===== config.mk =====
export PLATFORM = sky130hd
export DESIGN_NAME = plic_regfile
export DESIGN_NICKNAME = d
export VERILOG_FILES = /design/src/rtl/plic_regfile.sv
export SDC_FILE = /design/constraint.sdc
export NUM_CORES = 1
export LEC_CHECK = 0
export ABC_CLOCK_PERIOD_IN_PS = 3700
export BUFFER_PORTS_ARGS = -buffer_cell sky130_fd_sc_hd__buf_2
export CAP_MARGIN = 20
export CORE_MARGIN = 2
export CORE_UTILIZATION = 30
export DETAILED_ROUTE_END_ITERATION = 8
export HOLD_SLACK_MARGIN = 0.05
export PLACE_DENSITY = 0.5
export SLEW_MARGIN = 20
export SYNTH_ARGS = -nofsm -noshare
export SYNTH_HDL_FRONTEND = slang
export SYNTH_SLANG_ARGS = --single-unit

===== constraint.sdc =====
create_clock -name clk_i -period 3.7 [get_ports clk_i]
set_input_delay 0.555 -clock clk_i [delete_from_list [all_inputs] [get_ports clk_i]]
set_output_delay 0.555 -clock clk_i [all_outputs]
set_load 0.1 [all_outputs]

===== src/rtl/plic_regfile.sv =====
// PLIC register file: priority/pending/enable/threshold/claim-complete map behind a
// one-cycle valid/ready register bus, plus the bus request/response types it uses.
package reg_intf;
  typedef struct packed {
    logic [31:0] addr;
    logic        write;
    logic [31:0] wdata;
    logic [3:0]  wstrb;
    logic        valid;
  } reg_intf_req_a32_d32;

  typedef struct packed {
    logic        ready;
    logic [31:0] rdata;
    logic        error;
  } reg_intf_resp_d32;
endpackage

module plic_regfile #(
  parameter int unsigned   NumSource = 63,
  parameter int unsigned   NumTarget = 2,
  parameter int unsigned   MaxPrio   = 7,
  parameter logic [31:0]   BaseAddr  = 32'h0C00_0000,
  localparam int unsigned  PrioW     = $clog2(MaxPrio + 1),
  localparam int unsigned  IdW       = $clog2(NumSource + 1),
  localparam int unsigned  NumWords  = NumSource / 32 + 1
) (
  input  logic                                 clk_i,
  input  logic                                 rst_ni,
  input  reg_intf::reg_intf_req_a32_d32        req_i,
  output reg_intf::reg_intf_resp_d32           resp_o,
  input  logic [NumSource:0]                   ip_i,
  input  logic [NumTarget-1:0][IdW-1:0]        cc_i,
  output logic [NumSource:0][PrioW-1:0]        prio_o,
  output logic [NumTarget-1:0][NumSource:0]    ie_o,
  output logic [NumTarget-1:0][PrioW-1:0]      threshold_o,
  output logic [NumTarget-1:0]                 claim_o,
  output logic [NumTarget-1:0][IdW-1:0]        claim_id_o,
  output logic [NumTarget-1:0]                 complete_o,
  output logic [NumTarget-1:0][IdW-1:0]        complete_id_o
);

  localparam int unsigned TgtW = (NumTarget > 1) ? $clog2(NumTarget) : 1;

  typedef enum logic {S_IDLE, S_RESP} state_e;
  typedef enum logic [2:0] {K_NONE, K_PRIO, K_PEND, K_IE, K_THR, K_CC} kind_e;

  state_e                              state_q;
  logic                                ready_q, err_q;
  logic [31:0]                         rdata_q;
  logic [NumSource:0][PrioW-1:0]       prio_q;
  logic [NumTarget-1:0][NumSource:0]   ie_q;
  logic [NumTarget-1:0][PrioW-1:0]     thr_q;
  logic [NumTarget-1:0]                claim_q, complete_q;
  logic [NumTarget-1:0][IdW-1:0]       claim_id_q, complete_id_q;

  kind_e              kind_c;
  logic [31:0]        off_c, rel_c, rdata_c;
  logic [IdW-1:0]     src_c;
  logic [TgtW-1:0]    tgt_c;
  int unsigned        word_c, bi;
  logic [NumSource:0] ie_mask_c, ie_val_c;
  logic               err_c;

  function automatic logic [PrioW-1:0] sat(input logic [31:0] v);
    return (v > MaxPrio) ? PrioW'(MaxPrio) : v[PrioW-1:0];
  endfunction

  always_comb begin
    off_c     = req_i.addr - BaseAddr;
    rel_c     = '0;
    kind_c    = K_NONE;
    src_c     = '0;
    tgt_c     = '0;
    word_c    = 0;
    bi        = 0;
    rdata_c   = '0;
    ie_mask_c = '0;
    ie_val_c  = '0;
    // Addresses below the base wrap to a huge offset and fall through to unmapped.
    if (off_c < 32'h1000) begin
      if ((off_c >> 2) <= NumSource) kind_c = K_PRIO;
      src_c = IdW'(off_c >> 2);
    end else if (off_c < 32'h2000) begin
      rel_c  = off_c - 32'h1000;
      word_c = rel_c >> 2;
      if (word_c < NumWords) kind_c = K_PEND;
    end else if (off_c < 32'h2000 + 32'h80 * NumTarget) begin
      rel_c  = off_c - 32'h2000;
      tgt_c  = TgtW'(rel_c >> 7);
      word_c = (rel_c >> 2) & 32'h1F;
      if (word_c < NumWords) kind_c = K_IE;
    end else if (off_c >= 32'h20_0000 && off_c < 32'h20_0000 + 32'h1000 * NumTarget) begin
      rel_c = off_c - 32'h20_0000;
      tgt_c = TgtW'(rel_c >> 12);
      if (rel_c[11:2] == 10'd0)      kind_c = K_THR;
      else if (rel_c[11:2] == 10'd1) kind_c = K_CC;
    end

    case (kind_c)
      K_PRIO: rdata_c = 32'(prio_q[src_c]);
      K_PEND, K_IE: begin
        for (int unsigned b = 0; b < 32; b++) begin
          bi = word_c * 32 + b;
          if (bi >= 1 && bi <= NumSource) begin
            rdata_c[b] = (kind_c == K_PEND) ? ip_i[IdW'(bi)] : ie_q[tgt_c][IdW'(bi)];
            ie_mask_c[IdW'(bi)] = req_i.wstrb[b[4:3]];
            ie_val_c[IdW'(bi)]  = req_i.wdata[b];
          end
        end
      end
      K_THR:   rdata_c = 32'(thr_q[tgt_c]);
      K_CC:    rdata_c = 32'(cc_i[tgt_c]);
      default: rdata_c = '0;
    endcase

    err_c = (kind_c == K_NONE) || (kind_c == K_PEND && req_i.write);
  end

  always_ff @(posedge clk_i) begin
    if (!rst_ni) begin
      state_q       <= S_IDLE;
      ready_q       <= 1'b0;
      err_q         <= 1'b0;
      rdata_q       <= '0;
      prio_q        <= '0;
      ie_q          <= '0;
      thr_q         <= '0;
      claim_q       <= '0;
      complete_q    <= '0;
      claim_id_q    <= '0;
      complete_id_q <= '0;
    end else begin
      claim_q    <= '0;
      complete_q <= '0;
      case (state_q)
        S_IDLE: begin
          ready_q <= 1'b0;
          rdata_q <= '0;
          err_q   <= 1'b0;
          if (req_i.valid) begin
            state_q <= S_RESP;
            ready_q <= 1'b1;
            rdata_q <= req_i.write ? '0 : rdata_c;
            err_q   <= err_c;
            case (kind_c)
              K_PRIO: if (req_i.write && req_i.wstrb[0] && src_c != '0)
                        prio_q[src_c] <= sat(req_i.wdata);
              K_IE:   if (req_i.write)
                        ie_q[tgt_c] <= (ie_q[tgt_c] & ~ie_mask_c) | (ie_val_c & ie_mask_c);
              K_THR:  if (req_i.write && req_i.wstrb[0])
                        thr_q[tgt_c] <= sat(req_i.wdata);
              K_CC: begin
                if (!req_i.write) begin
                  claim_q[tgt_c]    <= 1'b1;
                  claim_id_q[tgt_c] <= cc_i[tgt_c];
                end else if (req_i.wdata >= 32'd1 && req_i.wdata <= NumSource) begin
                  complete_q[tgt_c]    <= 1'b1;
                  complete_id_q[tgt_c] <= req_i.wdata[IdW-1:0];
                end
              end
              default: ;
            endcase
          end
        end
        default: begin
          state_q <= S_IDLE;
          ready_q <= 1'b0;
          rdata_q <= '0;
          err_q   <= 1'b0;
        end
      endcase
    end
  end

  assign resp_o      = '{ready: ready_q, rdata: rdata_q, error: err_q};
  assign prio_o      = prio_q;
  assign ie_o        = ie_q;
  assign threshold_o = thr_q;
  // Pulses are launched on acceptance, so reset during the response cycle must mask them.
  assign claim_o       = claim_q & {NumTarget{rst_ni}};
  assign complete_o    = complete_q & {NumTarget{rst_ni}};
  assign claim_id_o    = claim_id_q;
  assign complete_id_o = complete_id_q;

endmodule


==> metrics.cfg <==
[logic_synthesis]
yosysWarnings = 0
syn_nets = 2394
muxShareOfSynthArea_pct = 11.6
post_synth_and_or_nand_nor_area_fraction_pct = 23.4
synth_compound_area_share_pct = 18.1
synth_cell_types = 85
synth_fa_ha_area_share_pct = 0.407
yosysSeqAreaShare_pct = 42.1
synth-xor-area-share_pct = 0.190
synth.avg_cell_area_sq_um = 8.23
ys_seq_elements = 388
netlist_instances = 2240
synth_top_family_by_area = simple AND/OR/NAND/NOR gates
syn_area_sq_um = 18400
ys.flop_type = dfxtp_1
synthArstFlopShare_pct = 0
synth_edf_count = 0

[worst_setup_path]
worstRegToRegCells = 9
reg2reg_from = ready_q
cp.required_ns = 4.21
crit_top_cell = buf_12
path_buf_inv = 3
worstReg2RegEnd = complete_id_o[5]
critPathLaunchType = primary input
crit_arrival_ns = 3.67
worstSetupPathType = primary input to register
ff2ff_setup_slack_ns = 0.97
path_max_fanout = 54
crit_family = simple AND/OR/NAND/NOR gates
cpPeakStageDelay_ns = 0.55
cp_slowest_cell = nor4_1
cp_cell_sequence = buf_2 -> ha_1 -> nor4b_2 -> o211ai_1 -> buf_12 -> nor4_1 -> and3_4 -> buf_12 -> a211oi_1 -> a21oi_1 -> o2111ai_1 -> a31oi_1
end_kind = register

[place]
place_inst = 3503
hpwl_um = 65200
place_congestion = 0.932
placed_area_sq_um = 22400
io_buffers = 532

[die]
design.die.area_sq_um = 63400
coreArea_sq_um = 60600
die_y_um = 252
io_pins = 536
die_w_um = 252
num_rows = 90
start_util_pct = 30.4

[final_layout]
drive_above_1_share_pct = 28.7
finalInstanceArea_sq_um = 24000
final_cell_mix = 532 x buf_2, 388 x dfxtp_1, 344 x nor2_1
syn2layout_area_growth_pct = 30.0
n_fill_cell = 6306
nets = 2923
layout_commonest_cell = buf_2
fin_cells = 3590

[worst_hold_path]
holdPathStages = 3
whs_endpoint = claim_id_o[4]
hold_path_class = primary input to register
hp-start = cc_i[4]

[global_routing]
antenna_found_initial = 5
grt_pass1_vias = 18300
grt_overflow = 0
grt_max_degree = 121
globalRouteTotalUtil_pct = 25.8
grt_pass1_wl_um = 124000

[pwr]
cellPowerDensity_nw_per_um2 = 386
power_mw = 9.24
leakage_nw = 9.82
p_comb_share_pct = 4.9
clkPwrFrac_pct = 49.9
max-vdd-ir-drop_mv = 0.266
power.internal_mw = 6.98
seqPwrFrac_pct = 45.2
switchingPower_mw = 2.26
p_sw_share_pct = 24.5

[clocking]
cts_hold_buf = 0
cts_resized = 0
cts.sinks = 388
clk_latency_ns = 0.59
post_cts_buffers = 0
cts_buffer_depth = 3
htreeDepth = 2
clkTransAtPathRegs_ns = 0.06
cts_tree = done
numCtsBuffers = 46
clockRootBuffer = clkbuf_16

[timing]
min_period_ns = 3.15
hold_violations = 0
slew_viol_final = 0
worst_pin_slew_ns = 0.755
relSlewSlack_pct = 49.2
fin_skew_ns = 0.0129
setup_viol = 0
finalCritPeriodShare_pct = 85.2
rsz0062_at_grt = no
timing.hold.ws_ns = 0.232
fmax_mhz = 317

[flow_run]
maxCapViolCount = 0

[route]
dr.pass1.iters = 7
drt-total-wl_um = 85800
drtIter0Drc = 1527
vias_per_cell = 5.33
route.detailed.drc = 0
num_vias = 19100
ant_nets = 0
wire_per_inst_um = 23.9

[run_status]
status = complete, no violations

-- power groups by stage --
stage	Sequential, mW	Combinational [mW]	Clock [mW]
3_5_place_dp	4.27	0.446	0
4_1_cts	4.18	0.447	4.71
5_1_grt	4.18	0.478	4.87
2_1_floorplan	4.27	0.211	0
3_3_place_gp	4.27	0.441	0
6_report	4.18	0.450	4.61
-- worst max-delay path by stage --
stage	slack, ns	startpoint	end	cells past startpoint
finish	0.55	req_i[64]	rdata_q[1]	12
global route	0.19	req_i[64]	rdata_q[1]	12
CTS	0.49	req_i[64]	rdata_q[1]	12
detailed placement	-0.10	req_i[64]	rdata_q[1]	12
global placement	-0.04	req_i[64]	rdata_q[1]	12
floorplan	0.47	req_i[51]	rdata_q[21]	12
-- Yosys cell counts, types with 4 or more instances --
master / number / share of area [%]
a2111oi_0: 5 / 0.24
a211oi_1: 125 / 5.1
a21oi_1: 243 / 6.6
a222oi_1: 4 / 0.22
a22oi_1: 5 / 0.20
a31oi_1: 9 / 0.31
and2_1: 11 / 0.37
and3_1: 6 / 0.20
buf_1: 18 / 0.37
buf_2: 18 / 0.49
buf_4: 5 / 0.20
clkbuf_1: 114 / 2.3
dfxtp_1: 388 / 42
ha_1: 6 / 0.41
inv_1: 11 / 0.22
mux2_2: 13 / 0.79
mux2i_1: 194 / 11
nand2_1: 291 / 5.9
nand2b_1: 6 / 0.20
nand3_1: 26 / 0.71
nand4_1: 26 / 0.88
nor2_1: 344 / 7.0
nor2_2: 9 / 0.31
nor2_4: 16 / 0.98
nor2b_1: 35 / 1.2
nor3_1: 60 / 1.6
nor3_2: 7 / 0.38
nor3b_1: 6 / 0.24
nor4_1: 19 / 0.64
nor4_2: 4 / 0.27
o2111ai_1: 5 / 0.24
o211a_1: 4 / 0.22
o211ai_1: 11 / 0.45
o21ai_0: 53 / 1.4
o221ai_1: 5 / 0.24
o22ai_1: 27 / 0.92
or2_2: 12 / 0.41
or3_1: 13 / 0.44
or4_1: 6 / 0.24
xor2_1: 4 / 0.19
-- area by class of cell --
type | instances | area [sq um] | area share (%)
clock inverters | 24 | 246 | 1.03
clock buffers | 61 | 1280 | 5.33
inverters | 13 | 56.3 | 0.235
diodes | 2 | 5.00 | 0.0209
well taps | 782 | 978 | 4.08
repair buffers | 643 | 3680 | 15.4
multi-input cells | 1677 | 9950 | 41.5
flip-flops and latches | 388 | 7770 | 32.4
-- worst min-delay path, delay by kind of cell --
family                 cells  cell delay (ns)
buffers and inverters      1             0.09
multiplexers               1             0.06
AND/OR/NAND/NOR            1             0.07
-- stage by stage --
step                setup slack, ns  utilization, %  TNS (ns)
floorplan                     0.471               -         0
global placement            -0.0417            37.0   -0.0417
detailed placement           -0.104            37.0    -0.104
CTS                           0.490            39.5         0
global route                  0.193            39.5         0
finish                        0.548            39.6         0
-- layer usage --
metal  vias up  share of wire, %  global-route usage [%]
li1       9044                 -                       -
met1      9186                40                    31.0
met3       159               8.7                    7.45
met2       754                48                    43.8
met5         -             0.043                       0
met4         6               3.6                    9.25
-- state kept, by name (all words and copies together), names as in the netlist --
name           cells
ready_q            1
rdata_q           32
claim_id_o        12
complete_q         2
ie_o             128
claim_q            2
threshold_o        6
err_q              1
complete_id_o     12
prio_o           192
-- cell families after synthesis --
family                     after synthesis
AOI/OAI and AO/OA                      536
xor gates and xnor gates                 4
adders and majority gates                6
muxes                                  209
and+or+nand+nor                        922
DFF                                    388
buffers and inverters                  175
Power figures use the tool's default switching activity.
